===== src/rtl/kcp53k_bus_pkg.sv =====
// Shared definitions for the Wishbone-to-SRAM bridge: FSM state encoding and
// request record sizing.
package kcp53k_bus_pkg;

  typedef enum logic [1:0] {
    ST_IDLE  = 2'd0,
    ST_READ  = 2'd1,
    ST_CAPT  = 2'd2,
    ST_WRITE = 2'd3
  } bridge_state_e;

  localparam int DATA_W = 16;

  // Queued request record: {half-word address, write data, write enable}.
  function automatic int req_width(input int aw);
    return DATA_W + 1 + (aw - 1);
  endfunction

endpackage


===== src/rtl/req_fifo.sv =====
// Synchronous FIFO holding queued bus requests; head is visible before pop.
module req_fifo #(
  parameter int WIDTH = 32,
  parameter int DEPTH = 4
) (
  input  logic             clk_i,
  input  logic             reset_i,
  input  logic             push_i,
  input  logic [WIDTH-1:0] din_i,
  input  logic             pop_i,
  output logic             full_o,
  output logic             empty_o,
  output logic [WIDTH-1:0] head_o
);

  localparam int PW = $clog2(DEPTH);

  logic [WIDTH-1:0] mem_q [DEPTH];
  logic [PW-1:0]    wr_ptr_q, wr_ptr_d;
  logic [PW-1:0]    rd_ptr_q, rd_ptr_d;
  logic [PW:0]      count_q, count_d;
  logic             do_push, do_pop;

  assign full_o  = (count_q == (PW + 1)'(DEPTH));
  assign empty_o = (count_q == '0);
  assign head_o  = mem_q[rd_ptr_q];
  assign do_push = push_i && !full_o;
  assign do_pop  = pop_i && !empty_o;

  always_comb begin
    // NOTE: every variable gets a default before the branches, so no latch is inferred.
    wr_ptr_d = wr_ptr_q;
    rd_ptr_d = rd_ptr_q;
    count_d  = count_q;
    if (do_push) wr_ptr_d = wr_ptr_q + PW'(1);
    if (do_pop)  rd_ptr_d = rd_ptr_q + PW'(1);
    unique case ({do_push, do_pop})
      2'b10:   count_d = count_q + (PW + 1)'(1);
      2'b01:   count_d = count_q - (PW + 1)'(1);
      default: count_d = count_q;
    endcase
  end

  // NOTE: sequential state uses non-blocking assignments so all flops update together.
  always_ff @(posedge clk_i) begin
    if (!reset_i) begin
      wr_ptr_q <= '0;
      rd_ptr_q <= '0;
      count_q  <= '0;
    end else begin
      wr_ptr_q <= wr_ptr_d;
      rd_ptr_q <= rd_ptr_d;
      count_q  <= count_d;
    end
  end

  // NOTE: storage is not reset; the pointers and count alone decide what is valid.
  always_ff @(posedge clk_i) begin
    if (do_push) mem_q[wr_ptr_q] <= din_i;
  end

endmodule


===== src/rtl/wb_sram_bridge.sv =====
// Pipelined Wishbone slave that queues requests and performs a read-then-write
// on synchronous SRAM for each, acking in order with the location's prior contents.
module wb_sram_bridge
  import kcp53k_bus_pkg::*;
#(
  parameter int AW    = 16,
  parameter int DEPTH = 4
) (
  input  logic          clk_i,
  input  logic          reset_i,
  input  logic [63:0]   wbsadr_i,
  input  logic [15:0]   wbsdat_i,
  input  logic          wbswe_i,
  input  logic          wbsstb_i,
  output logic          wbsstall_o,
  output logic          wbsack_o,
  output logic [15:0]   wbsdat_o,
  output logic [AW-2:0] sram_adr_o,
  output logic [15:0]   sram_dat_o,
  input  logic [15:0]   sram_dat_i,
  output logic          sram_en_o,
  output logic          sram_we_o
);

  localparam int REQ_W = req_width(AW);

  logic             fifo_full, fifo_empty, fifo_push, fifo_pop;
  logic [REQ_W-1:0] fifo_din, fifo_head;
  logic [AW-2:0]    head_adr;
  logic [15:0]      head_dat;
  logic             head_we;
  logic             unused_adr_bits;

  bridge_state_e state_q, state_d;
  logic [AW-2:0] wadr_q, wadr_d;
  logic [15:0]   wdat_q, wdat_d;
  logic          wwe_q, wwe_d;
  logic          ack_q, ack_d;
  logic [15:0]   rdat_q, rdat_d;
  logic [AW-2:0] adr_q, adr_d;
  logic [15:0]   sdat_q, sdat_d;
  logic          en_q, en_d;
  logic          we_q, we_d;
  logic          pop_next;

  // Byte-lane bit and bits above the SRAM window are ignored (aliasing).
  assign unused_adr_bits = ^{wbsadr_i[63:AW], wbsadr_i[0]};

  assign fifo_push = wbsstb_i && !fifo_full;
  assign fifo_din  = {wbsadr_i[AW-1:1], wbsdat_i, wbswe_i};
  assign {head_adr, head_dat, head_we} = fifo_head;
  assign fifo_pop  = pop_next;

  req_fifo #(.WIDTH(REQ_W), .DEPTH(DEPTH)) u_req_fifo (
    .clk_i   (clk_i),
    .reset_i (reset_i),
    .push_i  (fifo_push),
    .din_i   (fifo_din),
    .pop_i   (fifo_pop),
    .full_o  (fifo_full),
    .empty_o (fifo_empty),
    .head_o  (fifo_head)
  );

  always_comb begin
    state_d  = state_q;
    wadr_d   = wadr_q;
    wdat_d   = wdat_q;
    wwe_d    = wwe_q;
    ack_d    = 1'b0;
    rdat_d   = rdat_q;
    adr_d    = adr_q;
    sdat_d   = sdat_q;
    en_d     = 1'b0;
    we_d     = 1'b0;
    pop_next = 1'b0;
    unique case (state_q)
      ST_IDLE: pop_next = !fifo_empty;
      ST_READ: state_d = ST_CAPT;
      ST_CAPT: begin
        rdat_d = sram_dat_i;
        ack_d  = 1'b1;
        if (wwe_q) begin
          state_d = ST_WRITE;
          en_d    = 1'b1;
          we_d    = 1'b1;
          adr_d   = wadr_q;
          sdat_d  = wdat_q;
        end else begin
          state_d  = ST_IDLE;
          pop_next = !fifo_empty;
        end
      end
      ST_WRITE: begin
        state_d  = ST_IDLE;
        pop_next = !fifo_empty;
      end
      default: state_d = ST_IDLE;
    endcase
    // Outputs are registered, so the READ strobe is set on the edge entering READ.
    if (pop_next) begin
      state_d = ST_READ;
      wadr_d  = head_adr;
      wdat_d  = head_dat;
      wwe_d   = head_we;
      en_d    = 1'b1;
      adr_d   = head_adr;
    end
  end

  always_ff @(posedge clk_i) begin
    if (!reset_i) begin
      state_q <= ST_IDLE;
      wadr_q  <= '0;
      wdat_q  <= '0;
      wwe_q   <= 1'b0;
      ack_q   <= 1'b0;
      rdat_q  <= '0;
      adr_q   <= '0;
      sdat_q  <= '0;
      en_q    <= 1'b0;
      we_q    <= 1'b0;
    end else begin
      state_q <= state_d;
      wadr_q  <= wadr_d;
      wdat_q  <= wdat_d;
      wwe_q   <= wwe_d;
      ack_q   <= ack_d;
      rdat_q  <= rdat_d;
      adr_q   <= adr_d;
      sdat_q  <= sdat_d;
      en_q    <= en_d;
      we_q    <= we_d;
    end
  end

  assign wbsstall_o = fifo_full;
  assign wbsack_o   = ack_q;
  assign wbsdat_o   = rdat_q;
  assign sram_adr_o = adr_q;
  assign sram_dat_o = sdat_q;
  assign sram_en_o  = en_q;
  assign sram_we_o  = we_q;

endmodule

===== config.mk =====
export PLATFORM = sky130hd
export DESIGN_NAME = wb_sram_bridge
export DESIGN_NICKNAME = d
export VERILOG_FILES = /design/src/rtl/kcp53k_bus_pkg.sv /design/src/rtl/req_fifo.sv /design/src/rtl/wb_sram_bridge.sv
export SDC_FILE = /design/constraint.sdc
export NUM_CORES = 1
export LEC_CHECK = 0
export ABC_AREA = 1
export CELL_PAD_IN_SITES_DETAIL_PLACEMENT = 1
export CELL_PAD_IN_SITES_GLOBAL_PLACEMENT = 2
export CORE_MARGIN = 1
export CORE_UTILIZATION = 36
export DETAILED_ROUTE_END_ITERATION = 6
export PLACE_DENSITY = 0.87
export SYNTH_ARGS = -nofsm -noshare
export SYNTH_HDL_FRONTEND = slang
export SYNTH_HIERARCHICAL = 1
export SYNTH_SLANG_ARGS = --single-unit

===== constraint.sdc =====
create_clock -name clk_i -period 3.92 [get_ports clk_i]
set_input_delay 0.588 -clock clk_i [delete_from_list [all_inputs] [get_ports clk_i]]
set_output_delay 0.588 -clock clk_i [all_outputs]
set_load 0.02 [all_outputs]

==> results.md <==
- Status: complete, no violations
- Simple-Gate Fraction of Synth Area: 13.7%
- Max Clock Skew: 0.0100 ns
- Main combinational cell family by area after synthesis: simple AND/OR/NAND/NOR gates
- Row Count: 55
- Max cap viols: 0
- Maximum clock insertion buffer count: 3
- CTS buffer count: 24
- P&R area growth vs syn: 24.1%
- Die Wd: 155 um
- Mux contribution to synthesized area: 0%
- Mapped cell area: 8420 um2
- Worst path slowest cell: dfxtp_1
- Sequential area share after synthesis: 67.8%
- Pwr Density: 767 nW/um2
- CTS tree: done
- Pin count of the biggest net entering global routing: 65
- Ys Warns: 6
- Synth Register Bits: 221
- DRC: 0
- Synth Area in Adders: 1.58%
- Total GRT Usage: 16.4%
- Max-slew violations: 0
- Post-CTS Setup Bufs: 0
- Vias: 5740
- CP max stage delay: 0.39 ns
- # hold bufs at CTS: 0
- Detailed placement HPWL: 11.4 mm
- Die area: 24000 um2
- Post-Syn Nets: 887
- Worst-Skew Late Latency: 0.52 ns
- Grt total ovfl: 0
- Routability Congestion: 0.722
- Layout cell share with drive strength beyond 1: 7.20%
- Most frequent cells in the layout: 165 x nor2_1, 128 x edfxtp_1, 100 x clkdlybuf4s50_1
- Clk sink count: 221
- Placed Area: 9620 um2
- Leakage power total: 3.85 nW
- Initial antenna violation count: 2
- Final nets: 981
- Library cells used by synthesis: 28
- Die Span Y: 155 um
- CTS root buf: clkbuf_16
- Worst hold slack: 0.457 ns
- Iter 0 DRT Violations: 282
- Most common cell after layout, fill and taps aside: nor2_1
- Placed instance count: 1158
- Crit path time final: 2.66 ns
- Worst Path Arrival: 3.06 ns
- Final WS setup: 1.26 ns
- Pre-antenna DRT Iters: 4
- I/O pin count: 151
- Setup crit start kind: flop
- Design area: 10400 um2
- Crit end category: flop
- Routed WL: 19.2 mm
- Slew at the pin with the worst max-slew slack: 0.776 ns
- Port buffer count: 101
- Synth Area in Compound Gates: 11.8%
- Place WS: 1.27 ns
- Post_cts resized: 0
- Initial Utilization: 37.0%
- First-pass GRT wire length: 31.0 mm
- Synthesized area per cell: 10.8 um2
- Core area: 22800 um2
- Crit path cell chain: inv_1 > ha_1 > nor2_4 > nand2_4 > inv_2 > nand2_1 > inv_1 > ha_1 > inv_1 > fa_1 > inv_1 > nand2_1 > nand3_1 > nand2_1 > nand2_1 > nor2_1
- XOR/XNOR Fraction of Synth Area: 0%
- Fmax: 376 MHz
- Worst vdd ir: 0.000412 V
- Final Setup Violations: 0
- Critical path required time: 4.33 ns
- Largest fanout on the critical path: 17
- Fin cells: 1202
- Vias in the first global route: 5951
- Setup TNS: 0 ns
- RSZ-0062 raised after global routing: no
- H-tree Lvls: 1
- Post-DR vias/cell: 4.78
- HP Class: flop to flop
- Mapped Cells: 777
- Average wire per standard cell: 16.0 um
- N_diodes: 0
- Reg clk slew, reported paths: 0.06 ns
- Fin crit share: 67.8%
- Critical setup path kind: flop to flop
- Remaining antenna violation count after routing: 0
- Relative slew slack: 48.3%
- Hold Vio Cnt, Final: 0
[state kept, by name, summed over array words and instances (netlist names), 2 cells and up, named ones only]
register / flops
u_req_fifo/mem_q: 128
u_req_fifo/count_q: 3
wdat_q: 16
wadr_q: 15
u_req_fifo/rd_ptr_q: 2
u_req_fifo/wr_ptr_q: 2
sram_dat_o: 16
state_q: 2
wbsdat_o: 16
sram_adr_o: 15
[critical path: cells and delay by family (launching register included)]
| family | cells | cell delay (ns) |
|---|---|---|
| simple gates | 8 | 0.86 |
| fa+ha+maj | 3 | 0.80 |
| buf+inv | 5 | 0.49 |
| flops | 1 | 0.39 |
[cells by family after synthesis]
kind of cell | after synthesis
simple gates | 276
flops | 221
compound gates | 189
buf+inv | 81
fa+ha+maj | 10
[final timing paths]
path | start | endpoint | slack, ns | depth (start not counted)
max | state_q[1] | u_req_fifo/count_q[2] | 1.26 | 16
min | wdat_q[6] | wdat_q[6] | 0.46 | 2
max reg2reg | state_q[1] | u_req_fifo/count_q[2] | 1.26 | 16
min reg2reg | wdat_q[6] | wdat_q[6] | 0.46 | 2
[cells in the mapped netlist (all sizes together)]
master	instances	share of area, %
nor2	171	7.7
edfxtp	128	46
o21ai	115	6.8
dfxtp	93	22
nand2	67	3.3
a21oi	42	2.6
inv	37	1.7
buf	33	2.8
o22ai	32	2.4
nand3	21	1.2
nand3b	15	1.3
clkbuf	10	0.45
ha	9	1.3
clkinv	1	0.045
fa	1	0.24
nor3	1	0.059
or2	1	0.074
[routing by layer]
layer	vias up	global-route usage, %	share of wire [%]
li1	2862	-	-
met1	2723	20.0	44
met2	126	28.9	49
met3	29	3.29	5.4
met4	0	5.33	2.2
met5	-	0	0
[report_power, final]
group	internal, mW	switching (mW)
clock	1.44	0.886
combinational	0.869	1.64
sequential	2.96	0.220
total	5.27	2.75
[cell type report]
class	instances	area (um2)
clock buffer	30	654
clock inverter	14	170
fill	2461	12300
inverter	38	150
multi-input combinational	475	2290
sequential	221	5710
tap	313	392
timing repair buffer	111	1080
[through the flow]
stage,utilization [%],power [mW]
2_1_floorplan,-,5.07
3_3_place_gp,42.3,5.68
3_5_place_dp,42.3,5.76
4_1_cts,45.9,8.14
5_1_grt,45.9,8.56
6_report,45.9,8.02
(Power assumes the default switching activity.)
